<file path="src/rtl/arc4_pkg.sv">
`default_nettype none
// ============================================================================
// Module      : arc4_pkg
// Description : Shared types and constants for the arc4 key-search slice:
//               controller state encoding, key width, printable-byte window.
// Revision    : 1.0 - initial release
// ============================================================================
package arc4_pkg;

  localparam int KEY_W = 24;

  localparam logic [7:0] CHAR_LO_DEFAULT = 8'h20;
  localparam logic [7:0] CHAR_HI_DEFAULT = 8'h7E;

  typedef enum logic [1:0] {
    IDLE   = 2'd0,
    LAUNCH = 2'd1,
    RUN    = 2'd2,
    JUDGE  = 2'd3
  } state_t;

  // True when b lies inside the inclusive window [lo, hi].
  function automatic logic is_printable(input logic [7:0] b,
                                        input logic [7:0] lo,
                                        input logic [7:0] hi);
    return (b >= lo) && (b <= hi);
  endfunction

endpackage
`default_nettype wire

</file>
<file path="src/rtl/arc4_pt_checker.sv">
`default_nettype none
// ============================================================================
// Module      : arc4_pt_checker
// Description : Snoops arc4 plaintext writes and raises a sticky "bad" flag
//               on any non-printable byte outside the length slot (addr 0).
// Revision    : 1.0 - initial release
// ============================================================================
module arc4_pt_checker
  import arc4_pkg::*;
#(
  parameter logic [7:0] CHAR_LO = CHAR_LO_DEFAULT,
  parameter logic [7:0] CHAR_HI = CHAR_HI_DEFAULT
) (
  input  logic       clk,
  input  logic       rst_n,
  input  logic       clear,
  input  logic       snoop,
  input  logic       pt_wren,
  input  logic [7:0] pt_addr,
  input  logic [7:0] pt_wrdata,
  output logic       bad
);

  logic w_byte_bad;
  logic r_bad;

  // A write flags the candidate only while snooping, and never for the length byte.
  always_comb begin
    w_byte_bad = 1'b0;
    if (snoop && pt_wren && (pt_addr != 8'h00)) begin
      w_byte_bad = !is_printable(pt_wrdata, CHAR_LO, CHAR_HI);
    end
  end

  // Sticky flag: once set it holds until the next launch clears it.
  always_ff @(posedge clk) begin
    if (!rst_n) begin
      r_bad <= 1'b0;
    end else if (clear) begin
      r_bad <= 1'b0;
    end else if (w_byte_bad) begin
      r_bad <= 1'b1;
    end
  end

  assign bad = r_bad;

endmodule
`default_nettype wire

</file>
<file path="src/rtl/arc4_key_search.sv">
`default_nettype none
// ============================================================================
// Module      : arc4_key_search
// Description : Brute-force key-search controller in front of arc4. Launches
//               one decryption per candidate key, judges the plaintext and
//               reports the first key whose message is fully printable.
// Revision    : 1.0 - initial release
// ============================================================================
module arc4_key_search
  import arc4_pkg::*;
#(
  parameter logic [KEY_W-1:0] KEY_START = 24'h000000,
  parameter logic [KEY_W-1:0] KEY_LAST  = 24'hFFFFFF,
  parameter logic [7:0]       CHAR_LO   = CHAR_LO_DEFAULT,
  parameter logic [7:0]       CHAR_HI   = CHAR_HI_DEFAULT
) (
  input  logic             clk,
  input  logic             rst_n,
  input  logic             en,
  output logic             rdy,
  output logic [KEY_W-1:0] key,
  output logic             key_valid,
  output logic             a4_en,
  output logic [KEY_W-1:0] a4_key,
  input  logic             a4_rdy,
  input  logic [7:0]       pt_addr,
  input  logic [7:0]       pt_wrdata,
  input  logic             pt_wren
);

  state_t           r_state;
  state_t           w_next_state;
  logic [KEY_W-1:0] r_cand;
  logic [KEY_W-1:0] r_key;
  logic             r_key_valid;
  logic             r_busy_seen;
  logic             w_launch;
  logic             w_bad;
  logic             w_snoop;

  assign w_snoop = (r_state == RUN);

  arc4_pt_checker #(
    .CHAR_LO (CHAR_LO),
    .CHAR_HI (CHAR_HI)
  ) u_pt_checker (
    .clk       (clk),
    .rst_n     (rst_n),
    .clear     (w_launch),
    .snoop     (w_snoop),
    .pt_wren   (pt_wren),
    .pt_addr   (pt_addr),
    .pt_wrdata (pt_wrdata),
    .bad       (w_bad)
  );

  // Next-state logic; the launch strobe is only raised while arc4 is idle.
  always_comb begin
    w_next_state = r_state;
    w_launch     = 1'b0;
    case (r_state)
      IDLE: begin
        if (en) begin
          w_next_state = LAUNCH;
        end
      end
      LAUNCH: begin
        if (a4_rdy) begin
          w_launch     = 1'b1;
          w_next_state = RUN;
        end
      end
      RUN: begin
        // arc4 must first be seen busy so the rdy level left over from the
        // launch cycle is not mistaken for completion.
        if (r_busy_seen && a4_rdy) begin
          w_next_state = JUDGE;
        end
      end
      JUDGE: begin
        if (!w_bad || (r_cand == KEY_LAST)) begin
          w_next_state = IDLE;
        end else begin
          w_next_state = LAUNCH;
        end
      end
      default: begin
        w_next_state = IDLE;
      end
    endcase
  end

  // State register plus candidate counter, busy tracking and result latch.
  always_ff @(posedge clk) begin
    if (!rst_n) begin
      r_state     <= IDLE;
      r_cand      <= KEY_START;
      r_key       <= '0;
      r_key_valid <= 1'b0;
      r_busy_seen <= 1'b0;
    end else begin
      r_state <= w_next_state;
      case (r_state)
        IDLE: begin
          if (en) begin
            r_cand      <= KEY_START;
            r_key_valid <= 1'b0;
          end
        end
        LAUNCH: begin
          if (a4_rdy) begin
            r_busy_seen <= 1'b0;
          end
        end
        RUN: begin
          if (!a4_rdy) begin
            r_busy_seen <= 1'b1;
          end
        end
        JUDGE: begin
          if (!w_bad) begin
            r_key       <= r_cand;
            r_key_valid <= 1'b1;
          end else if (r_cand == KEY_LAST) begin
            r_key_valid <= 1'b0;
          end else begin
            r_cand <= r_cand + KEY_W'(1);
          end
        end
        default: begin
          r_busy_seen <= 1'b0;
        end
      endcase
    end
  end

  // The candidate register doubles as the arc4 key: it only changes in
  // JUDGE, so it is stable from the launch pulse until arc4 finishes.
  assign a4_key    = r_cand;
  assign a4_en     = w_launch;
  assign rdy       = (r_state == IDLE);
  assign key       = r_key;
  assign key_valid = r_key_valid;

endmodule
`default_nettype wire

</file>
<file path="config.mk">
export PLATFORM = sky130hd
export DESIGN_NAME = arc4_key_search
export DESIGN_NICKNAME = d
export VERILOG_FILES = /design/src/rtl/arc4_pkg.sv /design/src/rtl/arc4_pt_checker.sv /design/src/rtl/arc4_key_search.sv
export SDC_FILE = /design/constraint.sdc
export NUM_CORES = 1
export LEC_CHECK = 0
export ABC_AREA = 1
export BUFFER_PORTS_ARGS = -buffer_cell sky130_fd_sc_hd__buf_2
export CORE_UTILIZATION = 45
export CTS_BUF_LIST = sky130_fd_sc_hd__clkbuf_4 sky130_fd_sc_hd__clkbuf_8
export DETAILED_ROUTE_END_ITERATION = 6
export PLACE_DENSITY = 0.7
export RECOVER_POWER = 50
export SETUP_SLACK_MARGIN = 0.05
export SYNTH_ARGS = -nofsm -noshare
export SYNTH_HDL_FRONTEND = slang
export SYNTH_SLANG_ARGS = --single-unit
</file>
<file path="constraint.sdc">
create_clock -name clk -period 2 [get_ports clk]
set_input_delay 0.1 -clock clk [delete_from_list [all_inputs] [get_ports clk]]
set_output_delay 0.1 -clock clk [all_outputs]
set_load 0.05 [all_outputs]
</file>
# Yosys cells after proc, flatten, opt, wreduce, memory -nomap -nowiden
# Cells that the tools add are included.
# classes
bitwise	2
reduce_logical	17
n_addsub	1
order_cmp	2
n_mux	19
eq_ne	11
# op_table
cell	n
$mux 24	3
$pmux 24 s2	1
$add 24x1->24 const B	1
$eq 24x24->1 const B	1
$ne 2x2->1 const B	5
$mux 1	9
$reduce_and 3->1	3
$ge 8x6->1 const B	1
$le 8x7->1 const B	1
$pmux 2 s4	1
$reduce_bool 8->1	1
$mux 2	3
$eq 2x2->1 const B	2
$logic_and 1x1->1	4
$pmux 1 s2	2
$reduce_and 4->1	1
$reduce_bool 2->1	2
$ne 3x3->1 const B	1
$eq 2x1->1 const B	1
$logic_not 1->1	2
$logic_not 2->1	1
$ne 2x1->1 const B	1
$not 1->1	2
$reduce_and 2->1	1
2 further kinds	2
# word_totals
wordCells	58
register_bits	53

# Logic depth before layout (Yosys ltp)
# Gate-level depths: netlist (run 1).
# depth
ltp_word	4
ltp_mapped	12
mapped_depth_nobuf	12

# By module
# Synthesis (run 1) repeated with hierarchy kept, for this count alone.
# hier_totals
hier_cells	457
hier_area_um2	2959.1
# by_module_without_submodules
mod	area_per_inst_um2	n_inst	seq_area_each_um2	cells_each
arc4_key_search	2807.7	1	1041.0	424
arc4_pt_checker	151.4	1	20.0	33

# Worst setup path before layout (run 1)
# OpenSTA, ideal clock, no wires.
# synth_path
kind	flip-flop to flip-flop
startpoint	reg r_cand[1] (netlist: a4_key[1])
endpoint	reg r_cand[15] (netlist: a4_key[15])
stages_incl_launch_ff	12
n_path_buf	1
setup_slack_ps	-62
required_ps	1883
arrival_time_ps	1945
path_cell_list	dfxtp_1 ha_1 inv_1 nor2_4 nand2_4 nor2_4 nand2_2 nand3_2 nand2_2 buf_6 a21oi_1 nor2_1
# synth_via
elab_chain_cells	4
elab_cells_between_ends	7
classes_between	add/sub (1); eq/ne (2); mux (3); reduce/logical (1)
# synth_rtl
item	line	rtl
from (decl)	arc4_key_search.sv:33	logic [KEY_W-1:0] r_cand;
from (signal assigned)	arc4_key_search.sv:127	r_cand <= r_cand + KEY_W'(1);
$add 24x1->24	arc4_key_search.sv:127	
$mux 24	arc4_key_search.sv:124	end else if (r_cand == KEY_LAST) begin
$mux 24	arc4_key_search.sv:121	if (!w_bad) begin
$pmux 24 s2	arc4_key_search.sv:103	case (r_state)
# Several ways; a longest one is shown, not always the timed one. The select of a mux whose other input is x is not followed.
# A chain may end at the register's enable or synchronous reset.

# Worst setup path in the final report (run 1)
# layout_path
startpoint	reg r_state[0]
endpoint	reg r_cand[20] (netlist: a4_key[20])
# layout_via
elab_chain_cells	3
elab_cells_between_ends	8
classes_between	eq/ne (4); mux (1); reduce/logical (3)
# layout_rtl
item	line	rtl
from (decl)	arc4_key_search.sv:31	state_t r_state;
from (signal assigned)	arc4_key_search.sv:102	r_state <= w_next_state;
$eq 2x2->1 or $logic_not 2->1 (tied branches)	arc4_key_search.sv:103	
$ne 2x1->1 (no line), or another cell as far along	--	
$reduce_and 4->1 (no line)	--	
# Several ways; a longest one is shown, not always the timed one.

==> impl.org, run 1 <==
** Floorplanning
- Initial cell density of the core :: 0.466
- The die is roughly 80 µm tall.
- I/O pin count :: 72
- After floorplanning, the core was divided into 28 placement rows.
- The die is 80.1 µm wide.
- Overall die area :: 6410 µm²
- Core outline area :: 5890 µm²

** Synthesis
- Of the total synthesized cell area, the portion taken by XOR and XNOR cells is 0.0383.
- The share of the synthesized area in compound gates (AO/OA/AOI/OAI) came to 0.113.
- For this run, the register share of the synthesized area comes to 0.387.
- Synthesis produced a netlist with a net count of ~440.
- Synthesized area divided by synthesized cell count :: 6.58 µm²
- Number of distinct library cell variants in the gate-level netlist after synthesis :: 26
- Of the total synthesized cell area, the portion taken by AND, OR, NAND and NOR gates is 0.373.
- Register bit total from synthesis :: 53
- sky130_fd_sc_hd__dfxtp_1 takes more of the synthesized area than any other cell.
- Synthesis produced a netlist whose cell count is 417.
- Fraction of synthesized cell area taken by the top area cell type :: 0.387
- In the post-synthesis netlist, the biggest area contributors are sky130_fd_sc_hd__dfxtp_1 (39%), sky130_fd_sc_hd__nor2_1 (15%), sky130_fd_sc_hd__nand2_1 (13%).
- Total of warnings raised by yosys :: 0
- Adder-cell area share of the yosys netlist :: 0.0228
- Combinational family with the most area after synthesis :: simple AND/OR/NAND/NOR gates
- Combined area of all synthesized cells :: about 2700 µm²
- Of the post-synthesis cell area, the part taken by muxes is 0.

** Pwr
- The worst-case IR drop observed on VDD is 0.755 mV.
- Of the total power, combinational logic draws 0.437.
- Total power divided by cell area :: 979 nW/µm²
- For this design the total switching power over the nets is 1.50 mW.
- Of the total power, the clock network draws 0.198.
- Internal power summed over all cells :: 1.84 mW
- The analysis attributes to cell leakage a power of about 1.3 nW.
- Share of power burned in registers :: 0.364
- Of the total power, the share spent switching nets is 0.449.

** Placed design
- Prior to clock tree synthesis, the placed netlist has a worst setup slack of -0.00634 ns.
- In this run the tool buffered the top-level ports with 71 buffer cells.
- Placed wire-length estimate after detailed placement :: around 5500 µm
- Routability-driven placement finished with a final weighted congestion of 0.927.

** Timing
- Worst hold margin :: slightly below 0.05 ns
- Headroom to the max-slew limit came out at 0.503.
- Peak clock frequency supported by timing :: 548 MHz
- Setup repair after global routing left no endpoint under its margin.
- Time the worst path needs with I/O delays and setup :: 1.83 ns
- For the final database, setup skew stands at roughly 0.0087 ns.
- The number of hold violations in the final report was 0.
- Across all setup checks in the final design, the least slack found is 0.174 ns.
- Setup violations remaining at the end of the flow were counted as 0.
- Final Max Slew Viols :: 0
- Actual transition at the worst max-transition pin :: 0.745 ns
- Of the available clock period, the critical path in the final layout requires 0.913.

** Global routing
- The first global-routing pass estimated 11900 µm of wire.
- Entering global routing, the biggest net connects 34 pins.
- Global routing finished with a remaining overflow of 0.
- For this run, the total global-route usage over all layers was measured as 0.238.
- Antenna violations before repair :: 0
- Vias in the first global route :: 2580

** CTS
- H-tree Lvls :: 2
- Clock buffer count from CTS :: 5
- Clk Latency, worst-skew pair :: 0.32 ns
- After clock tree synthesis, the flow added hold-fix buffers numbering 0.
- TritonCTS clock tree :: yes
- Buffer type at the clock tree root :: sky130_fd_sc_hd__clkbuf_8
- Post-CTS clock slew at the launch and capture registers of the worst setup and hold paths :: 0.11 ns
- CTS sink cnt :: between 50 and 60
- Clock tree buffer depth :: 2

** Critical path
- Walking the worst path, the cells encountered are inv_1 > ha_1 > nor2_4 > nand2_1 > nand2_8 > nor2_1 > nor2_1 > nor2_1.
- The most numerous cell type found on the critical path is sky130_fd_sc_hd__nor2_1.
- In this design, the stage delay of the slowest critical-path cell is 0.42 ns.
- The slowest stage of the critical path belongs to the cell sky130_fd_sc_hd__dfxtp_1.
- Data required time at the worst endpoint :: 2.19 ns
- STA classifies the critical path endpoint as a flip-flop.
- Highest net fanout along the worst path :: 23
- STA classifies the critical path startpoint as a flip-flop.
- Critical path data arrival time :: 2.01 ns
- Classification of the worst setup path :: flip-flop to flip-flop

** Routing
- Dividing the detail-routed via count by the number of cells gives 5.01.
- The detail route stage leaves a number of antenna-violating nets equal to 0.
- Detailed-route wire length :: between 7000 and 8000 µm
- Residual DRC :: 0
- Wire per inst :: approximately 13 µm
- The first detailed-routing pass ran for 4 iterations.
- First-iteration detailed-routing DRC count :: 140
- Summing over every cut layer, the via total after detailed routing is 2923.

** Final layout
- The library cell used most frequently in the layout, excluding fill and tap cells, is sky130_fd_sc_hd__nor2_1.
- Layout area overhead :: 24.3%
- In the layout the commonest cells are sky130_fd_sc_hd__nor2_1 (105), sky130_fd_sc_hd__nand2_1 (92), sky130_fd_sc_hd__dfxtp_1 (51), sky130_fd_sc_hd__clkbuf_1 (50), sky130_fd_sc_hd__a21oi_1 (29).
- In the final layout, the share of cells above drive strength 1 is 0.154.
- The net count of the finished layout is ~530.
- Fill cells in the final layout number 588.
- Antenna cells :: 0

** Outcome
- Result of the run :: finished, final reports clean

** Min path
- The tightest min-delay check is of the primary input to flip-flop type.

** Flow run
- Max Cap Viol :: 0
sequential cells by signal (all words and copies together) (netlist names):
| name | count |
|---|---|
| a4_key | 24 |
| key | 24 |
| r_state | 2 |
| key_valid | 1 |
| u_pt_checker.bad | 1 |
| r_busy_seen | 1 |
what timing repair did:
item / CTS / global route
pin swaps: 0 / 1
endpoints found under the setup margin: 17 / 23
buffers inserted: 0 / 1
resized for setup: 1 / 3
gates cloned: 0 / 0
kinds of logic (layout without fill, tap and decap cells):
| family | Yosys count | after routing |
|---|---|---|
| simple gates | 245 | 245 |
| compound gates | 60 | 60 |
| xor+xnor | 12 | 12 |
| flops | 53 | 53 |
| fa+ha+maj | 5 | 5 |
| buf+inv | 42 | 133 |
per-stage QoR:
step	power [mW]	setup TNS (ns)	instances	util	area, µm²
floorplan	2.29	0	417	-	2750
global placement	2.53	0	574	0.566	3330
detailed placement	2.55	-0.00634	574	0.566	3330
CTS	3.23	0	582	0.583	3430
global route	3.51	0	583	0.580	3410
finish	3.34	0	583	0.580	3410
power groups by stage:
stage          sequential [mW]  clock (mW)  combinational [mW]
6_report                  1.22       0.662                1.46
4_1_cts                   1.22       0.676                1.33
2_1_floorplan             1.50           0               0.796
3_5_place_dp              1.24           0                1.32
5_1_grt                   1.23       0.722                1.56
3_3_place_gp              1.23           0                1.30
area by class of cell:
type,count,area (µm²),area share
clock buffers,5,68.8,0.0202
clock inverters,3,28.8,0.00844
inverters,26,97.6,0.0286
multi-input cells,322,1530,0.449
flip-flops and latches,53,1060,0.312
well taps,75,93.8,0.0275
repair buffers,99,528,0.155
metal layers:
layer / vias up / wire (µm) / global-route usage
li1: 1507 / - / -
met1: 1345 / 3400 / 0.302
met2: 63 / 3670 / 0.415
met3: 8 / 278 / 0.0375
met4: 0 / 91 / 0.0696
met5: - / 0 / 0
critical path, delay by kind of cell, from the launching register on:
kind / cells / cell delay, ns
buf+inv: 1 / 0.09
flops: 1 / 0.42
simple gates: 6 / 0.83
fa+ha+maj: 1 / 0.34
Yosys cell counts (all sizes together):
cell / count
ha: 5
clkbuf: 8
xor2: 6
nor4: 2
xnor2: 6
buf: 8
o21bai: 1
nand2: 97
nand4: 3
o21ai: 29
inv: 26
nor3: 4
a21oi: 29
dfxtp: 53
o221a: 1
nor2: 113
nand3: 26
final timing paths:
check	from	endpoint	slack, ns	depth (start not counted)
worst max-delay path	r_state[0]$_SDFFE_PN0P_	a4_key[20]$_SDFFE_PN0P_	0.17	8
worst min-delay path	pt_wren	u_pt_checker.bad$_SDFFE_PP0P_	0.05	3
worst max register to register	r_state[0]$_SDFFE_PN0P_	a4_key[20]$_SDFFE_PN0P_	0.17	8
worst min register to register	key_valid$_SDFFE_PN0P_	key_valid$_SDFFE_PN0P_	0.48	2
(Power assumes the default switching activity.)
==> inputs of run 2 (changes only) <==
--- a/config.mk
+++ b/config.mk
@@ -11,8 +11,9 @@
 export CTS_BUF_LIST = sky130_fd_sc_hd__clkbuf_4 sky130_fd_sc_hd__clkbuf_8
 export DETAILED_ROUTE_END_ITERATION = 6
-export PLACE_DENSITY = 0.7
+export PLACE_DENSITY = 0.69
 export RECOVER_POWER = 50
 export SETUP_SLACK_MARGIN = 0.05
 export SYNTH_ARGS = -nofsm -noshare
 export SYNTH_HDL_FRONTEND = slang
+export SYNTH_HIERARCHICAL = 1
 export SYNTH_SLANG_ARGS = --single-unit
==> constraint.sdc (replaced) <==
create_clock -name clk -period 2.16 [get_ports clk]
set_input_delay 0.108 -clock clk [delete_from_list [all_inputs] [get_ports clk]]
set_output_delay 0.108 -clock clk [all_outputs]
set_load 0.005 [all_outputs]
==> impl.org, run 2 <==
** Critical path
- The critical path arrival is 2.15 ns (was 2.01 ns).
- Classification of the worst setup path :: flip-flop to flip-flop (unchanged)
- Delay contributed by the slowest stage of the critical path :: 0.41 ns (was 0.42 ns)
- Cells along the critical path :: inv_1 > ha_1 > inv_1 > nor2_1 > a21oi_4 > nand3_2 > o21bai_1 > nor2_1 (was inv_1 > ha_1 > nor2_4 > nand2_1 > nand2_8 > nor2_1 > nor2_1 > nor2_1)
- The required time at the endpoint of the critical path was 2.36 ns (was 2.19 ns).
- CP Launch Type :: flip-flop (unchanged)
- The category of the worst setup path capture point is a flip-flop (unchanged).
- Critical-path cell with the highest stage delay :: sky130_fd_sc_hd__dfxtp_1 (unchanged)
- Highest net fanout along the worst path :: 15 (was 23)
- Combined buffer and inverter count along the critical path :: 2 (was 1)
- Cell family contributing the most delay on the critical path :: simple AND/OR/NAND/NOR gates (unchanged)

** Final layout
- Layout cell share with drive strength beyond 1 :: 0.163 (was 0.154)
- The signed area change from the synthesized netlist to the final layout came to 16.3% (was 24.3%).
- Top library cells by usage in the layout, fill and taps aside :: sky130_fd_sc_hd__nand2_1 (101), sky130_fd_sc_hd__inv_1 (73), sky130_fd_sc_hd__nor2_1 (61), sky130_fd_sc_hd__buf_2 (55), sky130_fd_sc_hd__dfxtp_1 (53) (was sky130_fd_sc_hd__nor2_1 (105), sky130_fd_sc_hd__nand2_1 (92), sky130_fd_sc_hd__dfxtp_1 (51), sky130_fd_sc_hd__clkbuf_1 (50), sky130_fd_sc_hd__a21oi_1 (29))
- The total non-filler cell area in the finished layout is 3440 µm² (was 3410 µm²).
- Commonest non-fill, non-tap cell in the layout :: sky130_fd_sc_hd__nand2_1 (was sky130_fd_sc_hd__nor2_1)
- The count of antenna diodes in the layout was 0 (unchanged).
- The final cell utilization of the core is 0.542 (was 0.580).
- Layout Nets :: 551 (was 533)

** Synthesis
- Library cell with the largest summed area after synthesis :: sky130_fd_sc_hd__dfxtp_1 (unchanged)
- The most used flip-flop cell after synthesis is sky130_fd_sc_hd__dfxtp_1 (unchanged).
- The gate count after technology mapping is 457 (was 417).
- The share of synthesized flip-flops with an asynchronous set or reset is 0 (unchanged).
- Count of flip-flops with a built-in enable after synthesis :: 0 (unchanged)
- Synthesized area divided by synthesized cell count :: 6.48 µm² (was 6.58 µm²)
- Fraction of synthesized cell area taken by the top area cell type :: 0.359 (was 0.387)
- The share of cell area taken by muxes after synthesis was 0 (unchanged).
- Synth top area cells: sky130_fd_sc_hd__dfxtp_1 (36%), sky130_fd_sc_hd__nand2_1 (13%), sky130_fd_sc_hd__inv_1 (9.3%) (was sky130_fd_sc_hd__dfxtp_1 (39%), sky130_fd_sc_hd__nor2_1 (15%), sky130_fd_sc_hd__nand2_1 (13%)).
- The flip-flop and latch count after synthesis came to 53 (unchanged).
- Total of warnings raised by yosys :: 6 (was 0)
- The share of the synthesized area in compound gates (AO/OA/AOI/OAI) came to 0.173 (was 0.113).
- The share of the synthesized netlist area taken by xor and xnor gates is 0 (was 0.0383).
- Most frequent cells after synthesis :: sky130_fd_sc_hd__nand2_1 (101), sky130_fd_sc_hd__inv_1 (73), sky130_fd_sc_hd__nor2_1 (62), sky130_fd_sc_hd__dfxtp_1 (53), sky130_fd_sc_hd__a21oi_1 (47) (was sky130_fd_sc_hd__nor2_1 (107), sky130_fd_sc_hd__nand2_1 (92), sky130_fd_sc_hd__dfxtp_1 (53), sky130_fd_sc_hd__a21oi_1 (29), sky130_fd_sc_hd__o21ai_0 (28))
- Fraction of the yosys area taken by sequential cells :: 0.359 (was 0.387)
- Combinational family with the most area after synthesis :: simple AND/OR/NAND/NOR gates (unchanged)
- The adder and majority cell fraction of the synthesized area came to 0.0211 (was 0.0228).
- Combined area of all synthesized cells :: 2960 µm² (was 2740 µm²)
- The area fraction in and, or, nand and nor cells after synthesis came to 0.319 (was 0.373).
- Number of distinct library cell variants in the gate-level netlist after synthesis :: 26 (unchanged)
- Number of nets produced by synthesis :: 483 (was 443)
- The cell with the most instances after synthesis is sky130_fd_sc_hd__nand2_1 (was sky130_fd_sc_hd__nor2_1).

** Floorplanning
- The overall die height is 83.1 µm (was 80.1 µm).
- Core outline area :: 6350 µm² (was 5890 µm²)
- The count of boundary I/O pins is 72 (unchanged).
- Die Width :: 83.1 µm (was 80.1 µm)
- The placement row count came to 29 (was 28).
- Overall die area :: 6900 µm² (was 6410 µm²)
- Initial cell density of the core :: 0.466 (about the same)

** Routing
- The detailed-route vias per instance was 5.01 (about the same).
- Detailed-route wire length :: 7560 µm (was 7430 µm)
- The number of DRC markers in iteration 0 is 186 (was 140).
- Number of search-and-repair iterations in the first detailed-routing pass :: 4 (unchanged)
- Wire per inst :: 12.5 µm (was 12.8 µm)
- Residual DRC :: 0 (unchanged)
- The residual antenna-violating net count after detailed routing is 0 (unchanged).
- The total vias in the final route was 3022 (was 2923).

** Timing
- Worst hold margin :: 0.123 ns (was 0.0486 ns)
- The number of hold violations in the final report is 0 (unchanged).
- Total of endpoints with negative setup slack in the final report :: 0 (unchanged)
- The setup skew after layout is 0.00369 ns (was 0.00869 ns).
- The clock period minus final worst setup slack was 1.95 ns (was 1.83 ns).
- Worst slew margin relative to its limit :: 0.672 (was 0.503)
- The slew at the pin with the worst max-slew slack is 0.491 ns (was 0.745 ns).
- Setup TNS :: 0 ns (unchanged)
- Period utilisation layout :: 0.903 (was 0.913)
- Final Max Slew Viols :: 0 (unchanged)
- Unrepaired setup endpoints after global routing :: yes (was no)
- Peak clock frequency supported by timing :: 513 MHz (was 548 MHz)

** CTS
- Setup repair bufs after CTS :: 0 (unchanged)
- The hold buffer count at cts is 0 (unchanged).
- H-tree Lvls :: 2 (unchanged)
- Buffer type at the clock tree root :: sky130_fd_sc_hd__clkbuf_8 (unchanged)
- The clock transition at the registers of the reported paths came to 0.09 ns (was 0.11 ns).
- The insertion delay to the later sink of the worst-skew pair is 0.30 ns (was 0.32 ns).
- Clock buffer count from CTS :: 5 (unchanged)
- TritonCTS clock tree :: yes (unchanged)
- Clock tree buffer depth :: 2 (unchanged)
- CTS sink cnt :: 53 (unchanged)
- Quantity of gates resized following cts :: 0 (was 1)

** Placed design
- The placer congestion estimate was 0.843 (was 0.927).
- The number of input and output port buffers inserted came to 71 (unchanged).
- The post-detailed-placement half-perimeter wirelength is 5350 µm (was 5530 µm).
- The placed standard-cell area is 3370 µm² (was 3330 µm²).

** Pwr
- The worst vdd rail ir drop is 0.442 mV (was 0.755 mV).
- The power density normalized to cell area is 921 nW/µm² (was 979 nW/µm²).
- The cell leakage power was 1.63 nW (was 1.33 nW).

** Global routing
- The via count of the first global-routing pass came to 2874 (was 2580).
- The first-pass GRT wire length was 13000 µm (was 11900 µm).
- The global-route congestion overflow total came to 0 (unchanged).
- The global routing usage summed across all routing layers is 0.223 (was 0.238).
- The largest net degree at the start of global routing is 50 (was 34).
- Antenna violations before repair :: 0 (unchanged)

** Flow run
- The max-cap violation count was 0 (unchanged).

** Min path
- Worst min path class :: primary input to flip-flop (unchanged)

** Outcome
- Result of the run: finished, final reports clean (unchanged).
-- run 2: changes by cell type after synthesis, sizes merged, moves of 6 or more --
cell    delta
xor2       -6
nand2      +8
nor2      -48
nand3      -9
nand4     +14
o21bai    +11
a21oi     +20
xnor2      -6
inv       +50
-- run 2: area by class of cell --
cell class	count	area, µm²
Clock buffer	6	76.3
Clock inverter	2	10.0
Fill cell	644	2910
Inverter	76	285
Multi-Input combinational cell	311	1530
Sequential cell	53	1060
Tap cell	77	96.3
Timing Repair Buffer	78	384
-- run 2: worst paths after layout --
check | to | depth (start not counted) | from | slack, ns
worst max-delay path | a4_key[8]$_SDFFE_PN0P_ | 8 | r_state[0]$_SDFFE_PN0P_ | 0.21
worst min-delay path | u_pt_checker/bad$_SDFFE_PP0P_ | 5 | pt_wren | 0.12
worst min register to register | key_valid$_SDFFE_PN0P_ | 2 | key_valid$_SDFFE_PN0P_ | 0.49
worst max register to register | a4_key[8]$_SDFFE_PN0P_ | 8 | r_state[0]$_SDFFE_PN0P_ | 0.21
-- run 2: per-stage QoR --
stage                     power, mW  setup slack [ns]  cells
after global routing           3.45            0.0144    603
after CTS                      3.16             0.221    602
final                          3.17             0.210    603
after global placement         2.57             0.309    594
after detailed placement       2.61             0.238    594
after floorplan                2.28             0.527    457
-- run 2: power breakdown --
part           total (mW)  internal, mW  leakage [nW]  switching [mW]
clock network       0.565         0.238        0.0484           0.327
logic                1.30         0.451          1.16           0.850
registers            1.30          1.15         0.430           0.158
total                3.17          1.84          1.63            1.33
-- run 2: layer usage --
metal	vias to the layer above	wire, µm	track usage
li1	1578	-	-
met1	1335	3530	0.289
met2	101	3550	0.383
met3	8	416	0.0358
met4	0	71	0.0627
met5	-	0	0
-- run 2: worst reg2reg max path: cells and delay by family, from the launching register on --
family | cells | cell delay (ns)
and+or+nand+nor | 3 | 0.53
AOI/OAI and AO/OA | 2 | 0.47
DFF | 1 | 0.41
buffers and inverters | 2 | 0.23
adders and majority gates | 1 | 0.21
-- run 2: cells by family after synthesis --
group                    count (synthesis)
AO/OA/AOI/OAI                           93
adder cells (fa/ha/maj)                  5
buffers and inverters                   94
flip-flops                              53
AND/OR/NAND/NOR                        212
==> inputs of run 3 (changes only) <==
CORE_UTILIZATION = 55   (was 45)
PLACE_DENSITY = 0.82   (was 0.69)
==> impl.org, run 3 (synthesis results as in run 2) <==
** Outcome
- Result of the run: finished, final reports clean (unchanged).

** Final layout
- Commonest non-fill, non-tap cell in the layout :: sky130_fd_sc_hd__nand2_1 (unchanged)
- Top library cells by usage in the layout, fill and taps aside: sky130_fd_sc_hd__nand2_1 (101), sky130_fd_sc_hd__inv_1 (73), sky130_fd_sc_hd__nor2_1 (61), sky130_fd_sc_hd__dfxtp_1 (53), sky130_fd_sc_hd__a21oi_1 (48) (was sky130_fd_sc_hd__nand2_1 (101), sky130_fd_sc_hd__inv_1 (73), sky130_fd_sc_hd__nor2_1 (61), sky130_fd_sc_hd__buf_2 (55), sky130_fd_sc_hd__dfxtp_1 (53)).
- Antenna cells :: 0 (unchanged)
- The share of final-layout standard cells stronger than drive strength 1 was 0.124 (was 0.163).
- The final net count is 550 (was 551).
- The signed area change from the synthesized netlist to the final layout came to 14.9% (was 16.3%).
- Post-route cell area :: 3400 µm² (was 3440 µm²)

** CTS
- The setup fix buffers added after clock tree synthesis is 0 (unchanged).
- The total number of clock tree sinks came to 53 (unchanged).
- TritonCTS clock tree :: yes (unchanged)
- H-tree Lvls :: 2 (unchanged)
- Quantity of gates resized following cts :: 0 (unchanged)
- Post-CTS clock slew at the launch and capture registers of the worst setup and hold paths :: 0.10 ns (was 0.09 ns)
- The total clock buffers created by CTS is 5 (unchanged).
- The buffer depth of the longest clock path is 2 (unchanged).
- Clk Latency, worst-skew pair :: 0.32 ns (was 0.30 ns)
- Buffer type at the clock tree root :: sky130_fd_sc_hd__clkbuf_8 (unchanged)
- The hold buffer count at cts was 0 (unchanged).

** Routing
- The number of DRC markers in iteration 0 came to 169 (was 186).
- Routed vias/inst :: 5.12 (was 5.01)
- The sum of routed wire length over all layers was 7070 µm (was 7560 µm).
- The count of unresolved DRC violations after routing came to 0 (unchanged).
- The residual antenna-violating net count after detailed routing came to 0 (unchanged).
- Met3 wire length :: 372 µm (was 416 µm)
- The first-pass iteration count of the detailed router came to 4 (unchanged).
- The met1 wire length came to 3170 µm (was 3530 µm).
- The met2 wirelength from detailed routing came to 3410 µm (was 3550 µm).
- The total vias in the final route was 3046 (was 3022).
- The post-detailed-route wirelength per cell was 11.9 µm (was 12.5 µm).
- Max Used Layer :: met4 (unchanged)

** Min path
- The critical hold path startpoint is en (was pt_wren).
- End point of the most critical hold path :: key_valid$_SDFFE_PN0P_ (was u_pt_checker/bad$_SDFFE_PP0P_)
- The worst hold path class is primary input to flip-flop (unchanged).
- Number of instances on the worst hold path :: 3 (was 5)

** Critical path
- Highest net fanout along the worst path :: 30 (was 15)
- Cells along the critical path: ha_1 > nand2_2 > nor2_4 > nand2_4 > nor2_4 > nand3_4 > nand3_4 > nand2_1 > nand2_1 > nor2_1 (was inv_1 > ha_1 > inv_1 > nor2_1 > a21oi_4 > nand3_2 > o21bai_1 > nor2_1).
- Delay contributed by the slowest stage of the critical path :: 0.41 ns (about the same)
- Flop2flop setup slack :: 0.29 ns (was 0.21 ns)
- Critical-path cell with the highest stage delay :: sky130_fd_sc_hd__dfxtp_1 (unchanged)
- The gate family responsible for the most delay along the worst path is simple AND/OR/NAND/NOR gates (unchanged).
- The startpoint of the worst register-to-register path is a4_key[1]$_SDFFE_PN0P_ (was r_state[0]$_SDFFE_PN0P_).
- Cell count of the worst reg-to-reg path :: 10 (was 8)
- The kind of start point of the critical path was a flip-flop (unchanged).
- The category of the worst setup path capture point is a flip-flop (unchanged).
- The required time at the endpoint of the critical path is 2.39 ns (was 2.36 ns).
- The critical path arrival was 2.10 ns (was 2.15 ns).
- The category of the critical setup timing path was flip-flop to flip-flop (unchanged).
- The critical path buffer and inverter count was 0 (was 2).
- The capturing point of the worst reg2reg path is a4_key[20]$_SDFFE_PN0P_ (was a4_key[8]$_SDFFE_PN0P_).

** Global routing
- The via count of the first global-routing pass was 2669 (was 2874).
- Remaining Overflow, GRT :: 0 (unchanged)
- The largest net degree at the start of global routing was 50 (unchanged).
- The first-pass GRT wire length was 11400 µm (was 13000 µm).
- Antenna violations before repair :: 0 (unchanged)
- All-Layer GR Usage :: 0.260 (was 0.223)

** Placed design
- Port-buffer cells :: 71 (unchanged)
- Post-DP Area :: 3360 µm² (was 3370 µm²)
- Placed wire-length estimate after detailed placement :: 5110 µm (was 5350 µm)
- The placer congestion estimate came to 0.900 (was 0.843).

** Timing
- Time the worst path needs with I/O delays and setup :: 1.87 ns (was 1.95 ns)
- Peak clock frequency supported by timing :: 534 MHz (was 513 MHz)
- The total count of max-transition violations in the final report came to 0 (unchanged).
- Worst slew margin relative to its limit :: 0.702 (was 0.672)
- Actual transition at the worst max-transition pin :: 0.444 ns (was 0.491 ns)
- The setup skew after layout was 0.0120 ns (was 0.00369 ns).
- Period utilisation layout :: 0.867 (was 0.903)
- Setup TNS :: 0 ns (unchanged)
- The number of hold violations in the final report was 0 (unchanged).
- Unrepaired setup endpoints after global routing :: no (was yes)
- Total of endpoints with negative setup slack in the final report :: 0 (unchanged)

** Pwr
- Total power divided by cell area :: 917 nW/µm² (was 921 nW/µm²)
- P_leak :: 1.54 nW (was 1.63 nW)
- The share of total power in sequential cells was 0.418 (was 0.411).
- Internal power summed over all cells :: 1.82 mW (was 1.84 mW)
- The proportion of power drawn by combinational gates came to 0.398 (was 0.410).
- Share of power burned in the clock network :: 0.185 (was 0.178)
- The fraction of power spent switching nets came to 0.416 (was 0.421).
- The worst vdd rail ir drop was 0.738 mV (was 0.442 mV).
- The switching component of the power was 1.30 mW (was 1.33 mW).

** Floorplanning
- The placement row count is 26 (was 29).
- The placeable core region was 5140 µm² (was 6350 µm²).
- I/O pin count :: 72 (unchanged)
- The floorplan die width is 75.4 µm (was 83.1 µm).
- Vertical die dimension :: 75.4 µm (was 83.1 µm)
- The die area was 5680 µm² (was 6900 µm²).
- Initial cell density of the core :: 0.576 (was 0.466)

** Flow run
- The max-cap violation count was 0 (unchanged).
-- run 3: cell types whose count changed in the layout (fill, tap and decap cells not counted), sizes merged --
cell,change
buf,-18
clkbuf,+18
clkinv,-2
clkinvlp,+2
nand3,-1
-- run 3: routing by layer --
| metal | track usage | vias to the layer above |
|---|---|---|
| met5 | 0 | - |
| met4 | 0.111 | 0 |
| met3 | 0.0384 | 13 |
| met2 | 0.445 | 103 |
| met1 | 0.326 | 1351 |
| li1 | - | 1579 |
-- run 3: power by group through the flow --
| stage | Combinational [mW] | Sequential (mW) | Clock (mW) |
|---|---|---|---|
| after floorplan | 0.974 | 1.31 | 0 |
| after CTS | 1.27 | 1.30 | 0.589 |
| final | 1.24 | 1.30 | 0.576 |
| after global routing | 1.44 | 1.33 | 0.615 |
| after global placement | 1.22 | 1.31 | 0 |
| after detailed placement | 1.26 | 1.32 | 0 |
-- run 3: worst max-delay path by stage --
stage	start	endpoint	slack [ns]	cells past startpoint
5_1_grt	a4_key[1]$_SDFFE_PN0P_	a4_key[20]$_SDFFE_PN0P_	0.09	10
4_1_cts	a4_key[1]$_SDFFE_PN0P_	a4_key[20]$_SDFFE_PN0P_	0.29	10
2_1_floorplan	r_state[0]$_SDFFE_PN0P_	a4_key[13]$_SDFFE_PN0P_	0.53	10
3_5_place_dp	a4_key[1]$_SDFFE_PN0P_	a4_key[0]$_SDFFE_PN0P_	0.32	10
3_3_place_gp	a4_key[1]$_SDFFE_PN0P_	a4_key[1]$_SDFFE_PN0P_	0.34	10
6_report	a4_key[1]$_SDFFE_PN0P_	a4_key[20]$_SDFFE_PN0P_	0.29	10
-- run 3: cell type report --
type | count | area [µm²]
Fill cell | 510 | 1740
Multi-Input combinational cell | 310 | 1520
Sequential cell | 53 | 1060
Timing Repair Buffer | 78 | 360
Inverter | 76 | 285
Tap cell | 70 | 87.6
Clock buffer | 6 | 76.3
Clock inverter | 2 | 15.0
-- run 3: stage by stage --
stage | hold WS, ns | setup slack (ns) | total power, mW | cells | util
after floorplan | 0.244 | 0.527 | 2.28 | 457 | -
after global placement | 0.445 | 0.344 | 2.53 | 587 | 0.654
after detailed placement | 0.432 | 0.318 | 2.58 | 587 | 0.654
after CTS | 0.122 | 0.288 | 3.16 | 595 | 0.672
after global routing | 0.144 | 0.0878 | 3.38 | 595 | 0.662
final | 0.114 | 0.287 | 3.12 | 595 | 0.662
-- run 3: worst register-to-register path, delay by kind of cell, from the launching register on --
kind                     cells  cell delay, ns
adder cells (fa/ha/maj)      1            0.25
flip-flops                   1            0.41
AND/OR/NAND/NOR              9            1.12
